### src/rtl/uart_rx_dma.sv
// uart_rx_dma: buffers bytes from the UART receiver in a small FIFO and writes
// each one, as a Wishbone master, into a ring buffer region of data memory.
// Bus ownership is negotiated with an external arbiter through bus_req/bus_gnt.
module uart_rx_dma #(
    parameter logic [7:0]  BASE_ADR   = 8'hC0,
    parameter int unsigned BUF_LEN    = 32,
    parameter int unsigned FIFO_DEPTH = 4
) (
    input  logic                       clk_i,
    input  logic                       rst_ni,
    input  logic                       rx_valid_i,
    input  logic [7:0]                 rx_data_i,
    input  logic                       clr_i,
    output logic                       bus_req_o,
    input  logic                       bus_gnt_i,
    output logic                       cyc_o,
    output logic                       stb_o,
    output logic                       we_o,
    output logic [7:0]                 adr_o,
    output logic [7:0]                 dat_o,
    input  logic                       ack_i,
    output logic [$clog2(BUF_LEN)-1:0] wr_ptr_o,
    output logic                       ovf_o
);
    localparam int unsigned PTR_W   = $clog2(BUF_LEN);
    localparam int unsigned FIFO_AW = $clog2(FIFO_DEPTH);
    localparam int unsigned CNT_W   = FIFO_AW + 1;

    typedef enum logic [1:0] {
        ST_IDLE = 2'b00,
        ST_REQ  = 2'b01,
        ST_BUS  = 2'b10
    } state_t;

    // FIFO storage and bookkeeping
    logic [7:0]         fifo_mem_r [FIFO_DEPTH];
    logic [FIFO_AW-1:0] fifo_rd_idx_r;
    logic [FIFO_AW-1:0] fifo_wr_idx_r;
    logic [CNT_W-1:0]   fifo_cnt_r;
    logic [CNT_W-1:0]   fifo_cnt_nxt_s;
    logic [7:0]         fifo_head_s;
    logic               fifo_full_s;
    logic               push_s;
    logic               pop_s;
    logic               drop_s;

    // FSM and registered outputs
    state_t             state_r;
    state_t             state_nxt_s;
    logic               bus_req_r,   bus_req_nxt_s;
    logic               cyc_r,       cyc_nxt_s;
    logic [7:0]         adr_r,       adr_nxt_s;
    logic [7:0]         dat_r,       dat_nxt_s;
    logic [PTR_W-1:0]   wr_ptr_r,    wr_ptr_nxt_s;
    logic               ovf_r,       ovf_nxt_s;
    // A clear seen during a bus cycle turns its ack into a no-op (no pop, no ptr step)
    logic               clr_pend_r,  clr_pend_nxt_s;

    assign fifo_head_s = fifo_mem_r[fifo_rd_idx_r];
    assign fifo_full_s = (fifo_cnt_r == CNT_W'(FIFO_DEPTH));

    // FIFO push/pop/drop decisions; a pop frees the slot a same-cycle push needs
    always_comb begin
        pop_s  = (state_r == ST_BUS) && ack_i && !clr_pend_r && !clr_i;
        push_s = rx_valid_i && !clr_i && (!fifo_full_s || pop_s);
        drop_s = rx_valid_i && !clr_i && fifo_full_s && !pop_s;
        if (clr_i) begin
            fifo_cnt_nxt_s = {CNT_W{1'b0}};
        end else if (push_s && !pop_s) begin
            fifo_cnt_nxt_s = fifo_cnt_r + CNT_W'(1'b1);
        end else if (pop_s && !push_s) begin
            fifo_cnt_nxt_s = fifo_cnt_r - CNT_W'(1'b1);
        end else begin
            fifo_cnt_nxt_s = fifo_cnt_r;
        end
    end

    // FIFO data storage
    always_ff @(posedge clk_i or negedge rst_ni) begin
        if (!rst_ni) begin
            for (int i = 0; i < int'(FIFO_DEPTH); i++) begin
                fifo_mem_r[i] <= 8'h00;
            end
        end else if (push_s) begin
            fifo_mem_r[fifo_wr_idx_r] <= rx_data_i;
        end
    end

    // FIFO read/write indices and occupancy
    always_ff @(posedge clk_i or negedge rst_ni) begin
        if (!rst_ni) begin
            fifo_rd_idx_r <= {FIFO_AW{1'b0}};
            fifo_wr_idx_r <= {FIFO_AW{1'b0}};
            fifo_cnt_r    <= {CNT_W{1'b0}};
        end else if (clr_i) begin
            fifo_rd_idx_r <= {FIFO_AW{1'b0}};
            fifo_wr_idx_r <= {FIFO_AW{1'b0}};
            fifo_cnt_r    <= {CNT_W{1'b0}};
        end else begin
            if (push_s) begin
                fifo_wr_idx_r <= fifo_wr_idx_r + FIFO_AW'(1'b1);
            end
            if (pop_s) begin
                fifo_rd_idx_r <= fifo_rd_idx_r + FIFO_AW'(1'b1);
            end
            fifo_cnt_r <= fifo_cnt_nxt_s;
        end
    end

    // Next-state and next-output logic for the bus master FSM
    always_comb begin
        state_nxt_s    = state_r;
        bus_req_nxt_s  = bus_req_r;
        cyc_nxt_s      = cyc_r;
        adr_nxt_s      = adr_r;
        dat_nxt_s      = dat_r;
        wr_ptr_nxt_s   = wr_ptr_r;
        ovf_nxt_s      = ovf_r | drop_s;
        clr_pend_nxt_s = clr_pend_r;
        case (state_r)
            ST_IDLE: begin
                if (!clr_i && (fifo_cnt_r != {CNT_W{1'b0}})) begin
                    state_nxt_s   = ST_REQ;
                    bus_req_nxt_s = 1'b1;
                end else begin
                    state_nxt_s   = ST_IDLE;
                    bus_req_nxt_s = 1'b0;
                end
            end
            ST_REQ: begin
                if (clr_i) begin
                    state_nxt_s   = ST_IDLE;
                    bus_req_nxt_s = 1'b0;
                end else if (bus_gnt_i) begin
                    state_nxt_s   = ST_BUS;
                    bus_req_nxt_s = 1'b1;
                    cyc_nxt_s     = 1'b1;
                    adr_nxt_s     = BASE_ADR + 8'(wr_ptr_r);
                    dat_nxt_s     = fifo_head_s;
                end else begin
                    state_nxt_s   = ST_REQ;
                    bus_req_nxt_s = 1'b1;
                end
            end
            ST_BUS: begin
                if (ack_i) begin
                    cyc_nxt_s = 1'b0;
                    if (clr_i || clr_pend_r) begin
                        // Cycle cleared while in flight: finish it and go quiet
                        state_nxt_s    = ST_IDLE;
                        bus_req_nxt_s  = 1'b0;
                        clr_pend_nxt_s = 1'b0;
                    end else begin
                        wr_ptr_nxt_s = wr_ptr_r + PTR_W'(1'b1);
                        if (fifo_cnt_nxt_s != {CNT_W{1'b0}}) begin
                            state_nxt_s   = ST_REQ;
                            bus_req_nxt_s = 1'b1;
                        end else begin
                            state_nxt_s   = ST_IDLE;
                            bus_req_nxt_s = 1'b0;
                        end
                    end
                end else if (clr_i) begin
                    clr_pend_nxt_s = 1'b1;
                end else begin
                    clr_pend_nxt_s = clr_pend_r;
                end
            end
            default: begin
                state_nxt_s    = ST_IDLE;
                bus_req_nxt_s  = 1'b0;
                cyc_nxt_s      = 1'b0;
                clr_pend_nxt_s = 1'b0;
            end
        endcase
        // Clear resets the ring position and the sticky overflow in any state
        if (clr_i) begin
            wr_ptr_nxt_s = {PTR_W{1'b0}};
            ovf_nxt_s    = 1'b0;
        end else begin
            ovf_nxt_s    = ovf_nxt_s;
        end
    end

    // FSM state and registered outputs
    always_ff @(posedge clk_i or negedge rst_ni) begin
        if (!rst_ni) begin
            state_r    <= ST_IDLE;
            bus_req_r  <= 1'b0;
            cyc_r      <= 1'b0;
            adr_r      <= 8'h00;
            dat_r      <= 8'h00;
            wr_ptr_r   <= {PTR_W{1'b0}};
            ovf_r      <= 1'b0;
            clr_pend_r <= 1'b0;
        end else begin
            state_r    <= state_nxt_s;
            bus_req_r  <= bus_req_nxt_s;
            cyc_r      <= cyc_nxt_s;
            adr_r      <= adr_nxt_s;
            dat_r      <= dat_nxt_s;
            wr_ptr_r   <= wr_ptr_nxt_s;
            ovf_r      <= ovf_nxt_s;
            clr_pend_r <= clr_pend_nxt_s;
        end
    end

    assign bus_req_o = bus_req_r;
    assign cyc_o     = cyc_r;
    assign stb_o     = cyc_r;
    assign we_o      = cyc_r;
    assign adr_o     = adr_r;
    assign dat_o     = dat_r;
    assign wr_ptr_o  = wr_ptr_r;
    assign ovf_o     = ovf_r;

endmodule

### config.mk
export PLATFORM = sky130hd
export DESIGN_NAME = uart_rx_dma
export DESIGN_NICKNAME = d
export VERILOG_FILES = /design/src/rtl/uart_rx_dma.sv
export SDC_FILE = /design/constraint.sdc
export NUM_CORES = 1
export LEC_CHECK = 0
export ABC_AREA = 1
export CAP_MARGIN = 5
export CORE_UTILIZATION = 40
export DETAILED_ROUTE_END_ITERATION = 10
export GPL_ROUTABILITY_DRIVEN = 0
export SYNTH_ARGS = -nofsm -noshare
export SYNTH_HDL_FRONTEND = slang
export SYNTH_SLANG_ARGS = --single-unit
### constraint.sdc
create_clock -name clk_i -period 1.9 [get_ports clk_i]
set_input_delay 0.38 -clock clk_i [delete_from_list [all_inputs] [get_ports clk_i]]
set_output_delay 0.38 -clock clk_i [all_outputs]
set_load 0.005 [all_outputs]
Word level (Yosys, flattened, before mapping). Cells that the tools add are included.

Word-level logic and storage cells: 109. Bits in registers: 66.

Eq/ne operators: 9. Muxes and demuxes: 40. Bitwise gates (word level): 6. Reductions and logical operators: 30. $add $sub $neg: 6. Order comparisons: 3.

Operators by type and width (number): 32-bit bitwise mux (1); 8-bit 2-to-1 mux (3); 5-bit 2-to-1 mux (4); 8-bit binary-select mux with 2-bit select (1); 8-bit demux with 2-bit select (1); 1-bit 2-to-1 mux (15); 2-bit 2-to-1 mux (7); 3-bit 2-to-1 mux (4); 1-bit logical AND (11); 3-bit AND reduction (3); 7-bit by 6-bit adder with 8-bit output (first input constant) (1); 2-bit != test (second input constant) (4); 2-bit nonzero test (4); 3-bit greater-or-equal comparator (second input constant) (2); 2-bit inverter with 3-bit output (2); 1-bit case mux with 3 select lines (2); 2-bit case mux with 3 select lines (1); 3-bit nonzero test (2); 5-bit by 1-bit adder with 5-bit output (second input constant) (1); 1-bit logical NOT (5); 2-bit by 1-bit adder with 2-bit output (second input constant) (2); 4-bit AND reduction (1); 3-bit by 1-bit adder with 3-bit output (second input constant) (1); 3-bit equality test (second input constant) (1); other kinds (12) (15).

Depth between registers and ports, before layout.
Depth in word-level cells: 16. Depth in mapped cells: 12. Mapped depth without buffers: 12.

Least setup slack after synthesis. Ideal clock, no wire load.

Kind: register to register. Start: register fifo_cnt_r[0]. End: register fifo_mem_r[0] (netlist name). Setup time: 0.125 ns. Cell stages (with the launch flop): 9. Arrival time: 1.513 ns. Data required time: 1.775 ns. Setup slack: 0.261 ns. Cells stage by stage: dfrtp_1 inv_1 ha_1 nand2_1 inv_1 nand2_4 nand2_8 nor2_8 mux2_4.

Longest elaborated chain between the ends: 4.

RTL lines: start: declaration (line 39) `logic [CNT_W-1:0] fifo_cnt_r;`; start signal: assignment (line 94) `fifo_cnt_r <= {CNT_W{1'b0}};`; start signal: assignment (line 98) `fifo_cnt_r <= {CNT_W{1'b0}};`; start signal: assignment (line 106) `fifo_cnt_r <= fifo_cnt_nxt_s;`; 3-bit equality test (line 60) `assign fifo_full_s = (fifo_cnt_r == CNT_W'(FIFO_DEPTH));`; 1-bit logical NOT (line 65) `push_s = rx_valid_i && !clr_i && (!fifo_full_s || pop_s);`; 1-bit logical OR (line 65); 1-bit logical AND (line 65); end signal: indexed assignment (line 85) `fifo_mem_r[fifo_wr_idx_r] <= rx_data_i;`; end: declaration (line 36) `logic [7:0] fifo_mem_r [FIFO_DEPTH];`.

No other way between the ends. A chain may end at the register's enable or synchronous reset.

Worst setup path in the final report.
Start: register fifo_cnt_r[0]. End: register fifo_mem_r[6] (netlist name).

The elaborated chain is that of the path after synthesis.

==> qor.txt <==
Synth Cell Area: 3170 um2
Initial Util: 41.3%
Startpoint types: flip-flop
Filler cell count: 711
Syn. warnings: 0
Worst-Skew Late Latency: 0.34 ns
Maximum vdd ir drop: 0.679 mV
Yosys top cell area share: 50.5%
Largest net degree at the start of global routing: 65
Switching share of power: 26.8%
CP cell instances: inv_1, ha_1, nand2_1, inv_1, nand2_4, nand2_8, nor2_8, mux2_4
Final critical-path share of the clock period: 93.3%
Nets@finish: 401
Drt wl/cell: 13.9 um
Busiest grt layer: met2
Worst Path Max Fanout: 8
Syn Nets: 346
Chip height: 91.1 um
Synth unique cells: 30
Worst Tran Pin Value: 0.513 ns
Switching power: 1.25 mW
WL final: 6.75 mm
Layout area overhead: 27.1%
Ant diodes: 0
Setup slack after layout: 0.128 ns
Min Tclk post-route: 1.77 ns
CP peak stage delay: 0.38 ns
Vias: 2359
Part of the power in registers: 41.9%
Clk root buf: clkbuf_8
Crit end category: flip-flop
Reg2reg start: fifo_cnt_r[0]
Slowest cell on crit path: dfrtp_1
WP data required: 2.13 ns
Placed insts: 468
Crit path DAT: 2.00 ns
Gr ovfl total: 0
Hold Crit Class: input port to async pin
Max Buffers Root-to-Sink: 2
Cells after Synth: 324
Met1 GRT Util: 23.1%
Drt initial violations: 155
Max H-tree Level: 3
First-pass GRT wire length: 11.0 mm
Post-CTS Setup Bufs: 0
Pre-antenna DRT Iters: 4
DRT antenna net count: 0
# hold bufs at CTS: 0
Die area: 8290 um2
Most used cell, CP: inv_1
Post-placement setup slack: -0.182 ns
Total track usage: 17.3%
Relative slew margins: 65.6%
Die Wd: 91.1 um
CTS sink count: 64
P_int: 3.42 mW
Post-Syn Area per Cell: 9.79 um2
Achievable Freq: 0.564 GHz
Reg2Reg Depth: 8
Leakage: 1.89 nW
Largest area contributor in the netlist: dfrtp_1
Number of port buffers: 38
Std-Cell Rows: 32
I/O Pins: 40
Worst Setup Path Type: flip-flop to flip-flop
Grt met2 use: 25.6%
Met3 Use GR: 6.20%
Comb pwr share: 24.8%
Synth top area cells: dfrtp_1, mux2_4, nand2_1
CTS tree: yes
Pins Over Slew Limit: 0
Total CTS buffers: 9
Worst r2r dst: fifo_mem_r[6]
Worst-path clk slew: 0.07 ns
Max_cap viols: 0
R2r setup slk: 0.13 ns
Drt drc: 0
Vias in the first global route: 2266
Clock share of power: 33.3%
CORE AREA: 7690 um2
CTS-repair resized insts: 0
Fin Clk Skew: 0.00731 ns
Via/cell ratio: 4.85
Layout cells sized above 1: 18.8%
Status: completed
RSZ-0062 raised after global routing: false
Seq/Total Area, Yosys: 50.5%
Layout Cells excl Fill: 486
PwrDens: 1160 nW/um2
Initial antenna violation count: 0
Hold Fails Final Rpt: 0
Placed wire-length estimate: 4.28 mm
Synthesis-stage register bit count: 64
Final setup fails: 0
[state kept, by name, indices dropped and copies added (netlist names)]
register and count:
fifo_rd_idx_r 2, wr_ptr_o 5, adr_o 6, fifo_cnt_r 3, fifo_mem_r 32, ovf_o 1
state_r 2, clr_pend_r 1, dat_o 8, bus_req_o 1, cyc_o 1, fifo_wr_idx_r 2
[Yosys cell counts, drive strengths merged]
cell	n
clkinv	1
dfrtp	64
ha	8
nor2	24
inv	47
o22ai	3
nand4	3
a31oi	10
nand2	50
conb	1
xnor2	3
mux2	16
clkbuf	4
nand3	17
buf	8
a21oi	21
or2	1
o21ai	43
[final cells by class]
cell class	count	area, um2	share of cell area (%)
clock inverters	7	143	3.54
clock buffers	9	124	3.07
repair buffers	54	520	12.9
inverters	48	180	4.47
well taps	102	128	3.16
multi-input cells	202	1340	33.1
flip-flops and latches	64	1600	39.7
[layer usage]
layer	share of wire (%)	up-vias
li1	-	1169
met1	47	1119
met2	47	62
met3	4.9	9
met4	1.6	0
met5	0	-
[layout by cell type (no fill, tap or decap), types with 6 or more instances in the layout]
cell type	n
mux2_4	16
ha_1	8
buf_4	14
a21oi_1	21
nor2_4	6
o21ai_1	17
dfrtp_1	64
nand3_1	13
a31oi_1	10
nand2_1	46
o21ai_0	26
inv_1	44
clkdlybuf4s50_1	37
clkbuf_8	9
nor2_1	15
[worst max-delay path by stage]
stage | startpoint | endpoint | slack, ns | depth (start not counted)
after floorplan | fifo_cnt_r[0] | fifo_mem_r[0] | 0.26 | 8
after global placement | clr_i | bus_req_o | -0.14 | 11
after detailed placement | clr_i | fifo_mem_r[2] | -0.18 | 7
after CTS | fifo_cnt_r[0] | fifo_mem_r[26] | 0.12 | 8
after global routing | fifo_cnt_r[0] | fifo_mem_r[14] | 0.02 | 10
final | fifo_cnt_r[0] | fifo_mem_r[6] | 0.13 | 8
[worst max-delay path, delay by kind of cell (launching register included)]
| family | cells | cell delay (ns) |
|---|---|---|
| DFF | 1 | 0.38 |
| and+or+nand+nor | 4 | 0.54 |
| buffers and inverters | 2 | 0.19 |
| muxes | 1 | 0.32 |
| adders and majority gates | 1 | 0.21 |
[power by group through the flow]
stage | Sequential, mW | Clock [mW] | Combinational [mW]
2_1_floorplan | 1.95 | 0 | 0.701
3_3_place_gp | 1.98 | 0 | 1.14
3_5_place_dp | 1.99 | 0 | 1.15
4_1_cts | 1.96 | 1.61 | 1.16
5_1_grt | 2.01 | 1.67 | 1.30
6_report | 1.96 | 1.56 | 1.16
[through the flow]
| stage | power, mW | util (%) | hold slack, ns | area, um2 | TNS, ns |
|---|---|---|---|---|---|
| 5_1_grt | 4.99 | 52.5 | 0.0620 | 4030 | 0 |
| 2_1_floorplan | 2.65 | - | 0.0844 | 3170 | 0 |
| 6_report | 4.67 | 52.5 | 0.0527 | 4030 | 0 |
| 3_3_place_gp | 3.12 | 48.7 | 0.424 | 3740 | -4.73 |
| 4_1_cts | 4.73 | 52.2 | 0.0480 | 4010 | 0 |
| 3_5_place_dp | 3.14 | 48.7 | 0.426 | 3740 | -6.09 |
[kinds of logic after synthesis]
| kind of cell | after synthesis | synth area share [%] |
|---|---|---|
| AOI/OAI and AO/OA | 77 | 12.7 |
| adders and majority gates | 8 | 3.15 |
| and+or+nand+nor | 95 | 17.1 |
| muxes | 16 | 7.57 |
| other | 1 | 0.118 |
| buffers and inverters | 60 | 8.12 |
| DFF | 64 | 50.5 |
| xor gates and xnor gates | 3 | 0.828 |
Power figures use the tool's default switching activity.
